==> src/rtl/fsm_pkg.sv <==
// rtl/fsm_pkg.sv - shared constants for the flow-control FSM and FIFO status block
// Contents: FIFO index constants (bit position on every 5-bit status port)
//           and the field boundaries of the packed umbrales_I threshold bundle.
package fsm_pkg;

  localparam int NUM_FIFO = 5;

  localparam int IDX_MF  = 4;
  localparam int IDX_VC0 = 3;
  localparam int IDX_VC1 = 2;
  localparam int IDX_D0  = 1;
  localparam int IDX_D1  = 0;

  localparam int UMB_W       = 14;
  localparam int UMB_MF_MSB  = 13;
  localparam int UMB_MF_LSB  = 12;
  localparam int UMB_VC0_MSB = 11;
  localparam int UMB_VC0_LSB = 8;
  localparam int UMB_VC1_MSB = 7;
  localparam int UMB_VC1_LSB = 4;
  localparam int UMB_D0_MSB  = 3;
  localparam int UMB_D0_LSB  = 2;
  localparam int UMB_D1_MSB  = 1;
  localparam int UMB_D1_LSB  = 0;

endpackage

==> src/rtl/fifo_occ_cnt.sv <==
// rtl/fifo_occ_cnt.sv - occupancy counter, sticky error and level flags for one FIFO
// Ports:
//   clk, reset          clock, asynchronous active-low reset
//   thr [THR_W]         latched threshold for this FIFO
//   push, pop           write / read strobes
//   error_clr           synchronous clear of the sticky error bit
//   empty               count == 0
//   error               sticky overflow / underflow
//   almost_empty        count <= thr
//   almost_full         count + thr >= DEPTH
module fifo_occ_cnt #(
  parameter int DEPTH = 4,
  parameter int THR_W = 2
) (
  input  logic             clk,
  input  logic             reset,
  input  logic [THR_W-1:0] thr,
  input  logic             push,
  input  logic             pop,
  input  logic             error_clr,
  output logic             empty,
  output logic             error,
  output logic             almost_empty,
  output logic             almost_full
);

  localparam int CW = $clog2(DEPTH + 1);
  // Flag math is one bit wider than the widest operand so count + thr never wraps.
  localparam int FW = ((CW > THR_W) ? CW : THR_W) + 1;
  localparam logic [CW-1:0] DEPTH_C = CW'(DEPTH);
  localparam logic [FW-1:0] DEPTH_F = FW'(DEPTH);

  logic [CW-1:0] count;
  logic [CW-1:0] count_nxt;
  logic          err_now;
  logic          err_q;
  logic [FW-1:0] count_f;
  logic [FW-1:0] thr_f;

  always_comb begin
    count_nxt = count;
    err_now   = 1'b0;
    case ({push, pop})
      2'b10: begin
        if (count < DEPTH_C) count_nxt = count + CW'(1);
        else                 err_now   = 1'b1;
      end
      2'b01: begin
        if (count != '0) count_nxt = count - CW'(1);
        else             err_now   = 1'b1;
      end
      2'b11: begin
        // Simultaneous push/pop is a no-op unless empty: then the push lands
        // and the pop is an underflow.
        if (count == '0) begin
          count_nxt = CW'(1);
          err_now   = 1'b1;
        end
      end
      default: ;
    endcase
  end

  always_ff @(posedge clk or negedge reset) begin
    if (!reset) begin
      count <= '0;
      err_q <= 1'b0;
    end else begin
      count <= count_nxt;
      // A new error outranks a clear in the same cycle.
      if (err_now)        err_q <= 1'b1;
      else if (error_clr) err_q <= 1'b0;
    end
  end

  assign count_f      = FW'(count);
  assign thr_f        = FW'(thr);
  assign empty        = (count == '0);
  assign error        = err_q;
  assign almost_empty = (count_f <= thr_f);
  assign almost_full  = ((count_f + thr_f) >= DEPTH_F);

endmodule

==> src/rtl/fifo_status_ctrl.sv <==
// rtl/fifo_status_ctrl.sv - FIFO occupancy/status tracker for the five datapath FIFOs
// Ports:
//   clk, reset            clock, asynchronous active-low reset
//   umbrales_I [14]       packed thresholds MF/VC0/VC1/D0/D1
//   active, idle          FSM state; thresholds load when idle and not active
//   push, pop [5]         per-FIFO strobes (4 MF, 3 VC0, 2 VC1, 1 D0, 0 D1)
//   error_clr             clears the sticky error bits
//   FIFO_empty [5]        count == 0
//   FIFO_error [5]        sticky overflow / underflow
//   almost_empty [5]      count <= threshold
//   almost_full [5]       count + threshold >= depth
module fifo_status_ctrl
  import fsm_pkg::*;
#(
  parameter int MF_DEPTH = 4,
  parameter int VC_DEPTH = 16,
  parameter int D_DEPTH  = 4
) (
  input  logic                clk,
  input  logic                reset,
  input  logic [UMB_W-1:0]    umbrales_I,
  input  logic                active,
  input  logic                idle,
  input  logic [NUM_FIFO-1:0] push,
  input  logic [NUM_FIFO-1:0] pop,
  input  logic                error_clr,
  output logic [NUM_FIFO-1:0] FIFO_empty,
  output logic [NUM_FIFO-1:0] FIFO_error,
  output logic [NUM_FIFO-1:0] almost_empty,
  output logic [NUM_FIFO-1:0] almost_full
);

  logic [UMB_W-1:0] thr_q;

  // Shadow copy of the thresholds; active has priority so a running datapath
  // never sees its thresholds move.
  always_ff @(posedge clk or negedge reset) begin
    if (!reset)               thr_q <= '0;
    else if (idle && !active) thr_q <= umbrales_I;
  end

  fifo_occ_cnt #(.DEPTH(MF_DEPTH), .THR_W(UMB_MF_MSB - UMB_MF_LSB + 1)) u_mf (
    .clk(clk), .reset(reset), .thr(thr_q[UMB_MF_MSB:UMB_MF_LSB]),
    .push(push[IDX_MF]), .pop(pop[IDX_MF]), .error_clr(error_clr),
    .empty(FIFO_empty[IDX_MF]), .error(FIFO_error[IDX_MF]),
    .almost_empty(almost_empty[IDX_MF]), .almost_full(almost_full[IDX_MF])
  );

  fifo_occ_cnt #(.DEPTH(VC_DEPTH), .THR_W(UMB_VC0_MSB - UMB_VC0_LSB + 1)) u_vc0 (
    .clk(clk), .reset(reset), .thr(thr_q[UMB_VC0_MSB:UMB_VC0_LSB]),
    .push(push[IDX_VC0]), .pop(pop[IDX_VC0]), .error_clr(error_clr),
    .empty(FIFO_empty[IDX_VC0]), .error(FIFO_error[IDX_VC0]),
    .almost_empty(almost_empty[IDX_VC0]), .almost_full(almost_full[IDX_VC0])
  );

  fifo_occ_cnt #(.DEPTH(VC_DEPTH), .THR_W(UMB_VC1_MSB - UMB_VC1_LSB + 1)) u_vc1 (
    .clk(clk), .reset(reset), .thr(thr_q[UMB_VC1_MSB:UMB_VC1_LSB]),
    .push(push[IDX_VC1]), .pop(pop[IDX_VC1]), .error_clr(error_clr),
    .empty(FIFO_empty[IDX_VC1]), .error(FIFO_error[IDX_VC1]),
    .almost_empty(almost_empty[IDX_VC1]), .almost_full(almost_full[IDX_VC1])
  );

  fifo_occ_cnt #(.DEPTH(D_DEPTH), .THR_W(UMB_D0_MSB - UMB_D0_LSB + 1)) u_d0 (
    .clk(clk), .reset(reset), .thr(thr_q[UMB_D0_MSB:UMB_D0_LSB]),
    .push(push[IDX_D0]), .pop(pop[IDX_D0]), .error_clr(error_clr),
    .empty(FIFO_empty[IDX_D0]), .error(FIFO_error[IDX_D0]),
    .almost_empty(almost_empty[IDX_D0]), .almost_full(almost_full[IDX_D0])
  );

  fifo_occ_cnt #(.DEPTH(D_DEPTH), .THR_W(UMB_D1_MSB - UMB_D1_LSB + 1)) u_d1 (
    .clk(clk), .reset(reset), .thr(thr_q[UMB_D1_MSB:UMB_D1_LSB]),
    .push(push[IDX_D1]), .pop(pop[IDX_D1]), .error_clr(error_clr),
    .empty(FIFO_empty[IDX_D1]), .error(FIFO_error[IDX_D1]),
    .almost_empty(almost_empty[IDX_D1]), .almost_full(almost_full[IDX_D1])
  );

endmodule

==> config.mk <==
export PLATFORM = sky130hd
export DESIGN_NAME = fifo_status_ctrl
export DESIGN_NICKNAME = d
export VERILOG_FILES = /design/src/rtl/fsm_pkg.sv /design/src/rtl/fifo_occ_cnt.sv /design/src/rtl/fifo_status_ctrl.sv
export SDC_FILE = /design/constraint.sdc
export NUM_CORES = 1
export LEC_CHECK = 0
export CORE_ASPECT_RATIO = 1.4
export CORE_MARGIN = 4
export CORE_UTILIZATION = 58
export DETAILED_ROUTE_END_ITERATION = 16
export PLACE_DENSITY_LB_ADDON = 0.25
export SLEW_MARGIN = 20
export SYNTH_ARGS = -nofsm -noshare
export SYNTH_HDL_FRONTEND = slang
export SYNTH_SLANG_ARGS = --single-unit
==> constraint.sdc <==
create_clock -name clk -period 2.6 [get_ports clk]
set_clock_uncertainty 0.05 [all_clocks]
set_input_delay 0.39 -clock clk [delete_from_list [all_inputs] [get_ports clk]]
set_output_delay 0.39 -clock clk [all_outputs]
set_load 0.05 [all_outputs]
==> impl_summary.md <==
Route
The detailed router finished its first iteration with 137 violations. The detail route stage leaves a number of antenna-violating nets equal to 0. The average wire per standard cell is 13.7 um. After detailed routing, the number of remaining DRC violations is 0.

The final route contains 2497 vias. The sum of routed wire length over all layers is 6050 um. The first detailed-routing pass ran for 4 iterations. Using the TritonRoute via totals, the vias-per-cell ratio works out to 5.66.

Global routing
The first global-routing pass estimated 10300 um of wire. Global routing finished with a remaining overflow of 0. The number of global-route vias before repair came to about 2400. Entering global routing, the biggest net connects 39 pins. The met2 usage is 0.355. The number of antenna violations at the first check in global routing is 0. The global router's overall resource usage is 0.206.

The fraction of met3 tracks used by global routing is 0.0291. The layer with the highest usage after global routing is met2. For met1 alone, demand over resource in global routing was 0.253.

Timing
The tightest hold path in the finished design has a slack of 0.143 ns. Setup repair after global routing left no endpoint under its margin. The max-slew violation count is 0.

The number of failing hold endpoints at the final stage is 0. After routing, the total negative slack on setup checks comes to 0 ns. In the post-route analysis, the smallest setup slack over all paths is 0.134 ns.

The transition time at the pin with the least slew margin is 0.841 ns. The portion of the clock cycle consumed by the worst path in the final layout is 0.949. The clock period could shrink to between 2 and 2.5 ns. The headroom to the max-slew limit is 0.439. The final setup violation count is 0. The maximum clock rate is 0.405 GHz.

CTS
TritonCTS built the clock tree. In this run the number of H-tree levels came out at 2. The buffer depth of the longest clock path is 2. CTS placed an instance of clkbuf_8 at the clock tree root. The later-pin clock latency in the skew report is approximately 0.29 ns.

Counting every sink on the clock net gives 38. After clock tree synthesis, the clock-pin slew on the worst setup and hold paths is 0.08 ns. The number of buffers inserted during clock tree synthesis is 5.

Yosys
The synthesized net count is 406. The number of synthesized flops with an enable pin is 0. The share of the Yosys chip area taken by registers is 0.320. The proportion of netlist area held by the largest area contributor is 0.320. The commonest cells after synthesis are dfrtp_1 (38), inv_1 (34), nor2_1 (33). In the synthesized netlist the dominant register cell turns out to be dfrtp_1. Of all cell types, the one taking the most synthesized area is dfrtp_1. After synthesis, the cell types taking the most area are dfrtp_1 (32%), ha_1 (13%), o21ai_0 (5.2%).

The cell with the most instances after synthesis is dfrtp_1. After synthesis the cells add up to about 3000 sq um. The synthesized area per cell is between 8 and 9 sq um.

After synthesis, the share of flip-flops with an asynchronous set or reset is 1.00. The number of synthesized register bits is 38. The gate count of the mapped netlist is ~340. The number of distinct library cell variants in the gate-level netlist after synthesis is 56. The warning count from the yosys run is 0.

Place
OpenSTA, run right after detailed placement, puts the worst setup slack at 0.0593 ns. Once placement finished, the instance area stood at ~3400 sq um. The count of buffers added on input and output ports is 48. The estimated wirelength of the detail-placed design is about 4600 um. The routability-driven placement congestion ratio is just over 0.9.

Cells and area
The number of antenna cells inserted is 0. After routing the design area is 3580 sq um. The net count of the finished layout is 440. From synthesis to final layout, the design area changed by 20.3%.

Of the cells placed in the final design, the portion with a size suffix greater than 1 is 0.117.

Worst setup path
STA puts the critical path data arrival time at between 2 and 2.5 ns. The most critical setup path has its endpoint at FIFO_empty[4]. At the worst endpoint, the required time is 2.16 ns. The sort of element at the end of the critical path is an output port.

In this run the worst setup path begins at u_mf.count[2]. In this run the register-to-register setup slack is 0.74 ns. The worst setup path is of the register to output port kind.

The worst register-to-register path ends at u_vc1.count[4]. The top fanout value on the critical path is 10. The worst reg-to-reg path cell count is 9. The launch point of the worst reg-to-reg path is u_vc1.count[1]. The kind of start point of the critical path is a register.

Flow run
Max-cap violations in this run came to 0.

Power and ir drop
The internal power is around 2.2 mW. The power per standard cell area is about 1100 nW/um^2. The portion of total power attributed to combinational logic is 0.558. In this run the power spent charging and discharging nets is 1.81 mW. Total power for the finished layout comes to 3.97 mW. The share of total power consumed by net switching is 0.455. The clock share of power is 0.159. IR analysis of the VDD net gives a maximum drop of 0.598 mV. The share of total power dissipated in sequential elements is 0.283. For this design the static power due to leakage is 1.64 nW.

Die
The overall die area is 6350 sq um. The initial utilization of the core area, before any placement, comes to 0.605. The I/O pin count is 49. The total area inside the core boundary comes to 4920 sq um.

From left edge to right edge, the die measures 68.5 um. The floorplan die height is 92.7 um. The number of rows created at floorplan is 30.

Min path
The worst hold-check path type is input pin to async pin.

Status
The run finished with clean final reports.
[cell usage in the layout, fill, tap and decap left out, drive strengths merged, types with 2 or more instances in the layout]
cell type	netlist	layout
nand4	3	3
a21o	5	5
or3	3	3
dlymetal6s2s	0	2
a221o	4	4
fa	3	3
o21a	2	2
buf	22	20
dfrtp	38	38
inv	34	34
a221oi	3	3
o21bai	3	3
and2	2	2
nand2b	6	6
bufinv	0	2
xnor2	4	4
nand2	19	19
nor2b	6	6
nor3	8	8
nor4	5	5
o21ai	33	33
xor2	2	2
ha	32	32
mux2	6	6
a21oi	28	28
clkdlybuf4s50	0	35
o32a	3	3
clkbuf	9	6
nor2	34	34
nand3	5	5
[worst min path at each step]
stage | startpoint | end | cells past startpoint
2_1_floorplan | reset | thr_q[0] | 0
3_3_place_gp | u_d1.error | u_d1.error | 1
3_5_place_dp | u_d1.error | u_d1.error | 1
4_1_cts | reset | u_d1.count[0] | 1
5_1_grt | reset | u_mf.count[1] | 1
6_report | reset | u_d1.count[0] | 1
[per-layer routing]
layer	up-vias	share of wire	wire (um)
li1	1234	-	-
met1	1184	0.41	2480
met2	64	0.52	3160
met3	15	0.041	247
met4	0	0.027	163
met5	-	0	0
[power by group through the flow]
stage | Clock (mW) | Combinational, mW | Sequential (mW)
after floorplan | 0 | 1.81 | 1.02
after global placement | 0 | 2.16 | 1.12
after CTS | 0.636 | 2.23 | 1.12
after detailed placement | 0 | 2.23 | 1.13
final | 0.631 | 2.21 | 1.13
after global routing | 0.667 | 2.46 | 1.18
[layout make-up]
cell class              instances  area [sq um]
clock buffers                   6          82.6
clock inverters                 2          60.1
fillers                       380          1340
inverters                      35           131
multi-input cells             238          1690
flip-flops and latches         38           951
well taps                      64          80.1
repair buffers                 58           582
[flip-flops by register name (all words and copies together), names as in the netlist, 3 cells and up]
| name | count |
|---|---|
| thr_q | 14 |
| u_d0.count | 3 |
| u_d1.count | 3 |
| u_mf.count | 3 |
| u_vc0.count | 5 |
| u_vc1.count | 5 |
[critical path, cell delays in order, from the launching register on]
cell and delay, ns:
dfrtp_1 0.49, nor3_1 0.37, clkdlybuf4s50_1 0.87
[cell families (layout without fill, tap and decap cells)]
family / Yosys count / in the layout / share of synthesized area
XOR/XNOR: 6 / 6 / 0.0177
AO/OA/AOI/OAI: 93 / 93 / 0.197
AND/OR/NAND/NOR: 97 / 97 / 0.171
adder cells (fa/ha/maj): 35 / 35 / 0.155
flip-flops: 38 / 38 / 0.320
buffers and inverters: 66 / 101 / 0.112
multiplexers: 7 / 7 / 0.0274
[per-stage QoR]
step / util / std cells
after floorplan: - / 342
after global placement: 0.697 / 433
after detailed placement: 0.697 / 433
after CTS: 0.726 / 441
after global routing: 0.727 / 441
final: 0.727 / 441
[repair_timing]
| item | in CTS | in global routing |
|---|---|---|
| pin swaps | 0 | 0 |
| endpoints found under the setup margin | 1 | 2 |
| setup buffers | 0 | 0 |
| hold buffers | 0 | 0 |
| gates resized for setup | 1 | 2 |
| hold endpoints to repair | 0 | 0 |
Power figures use the tool's default switching activity.
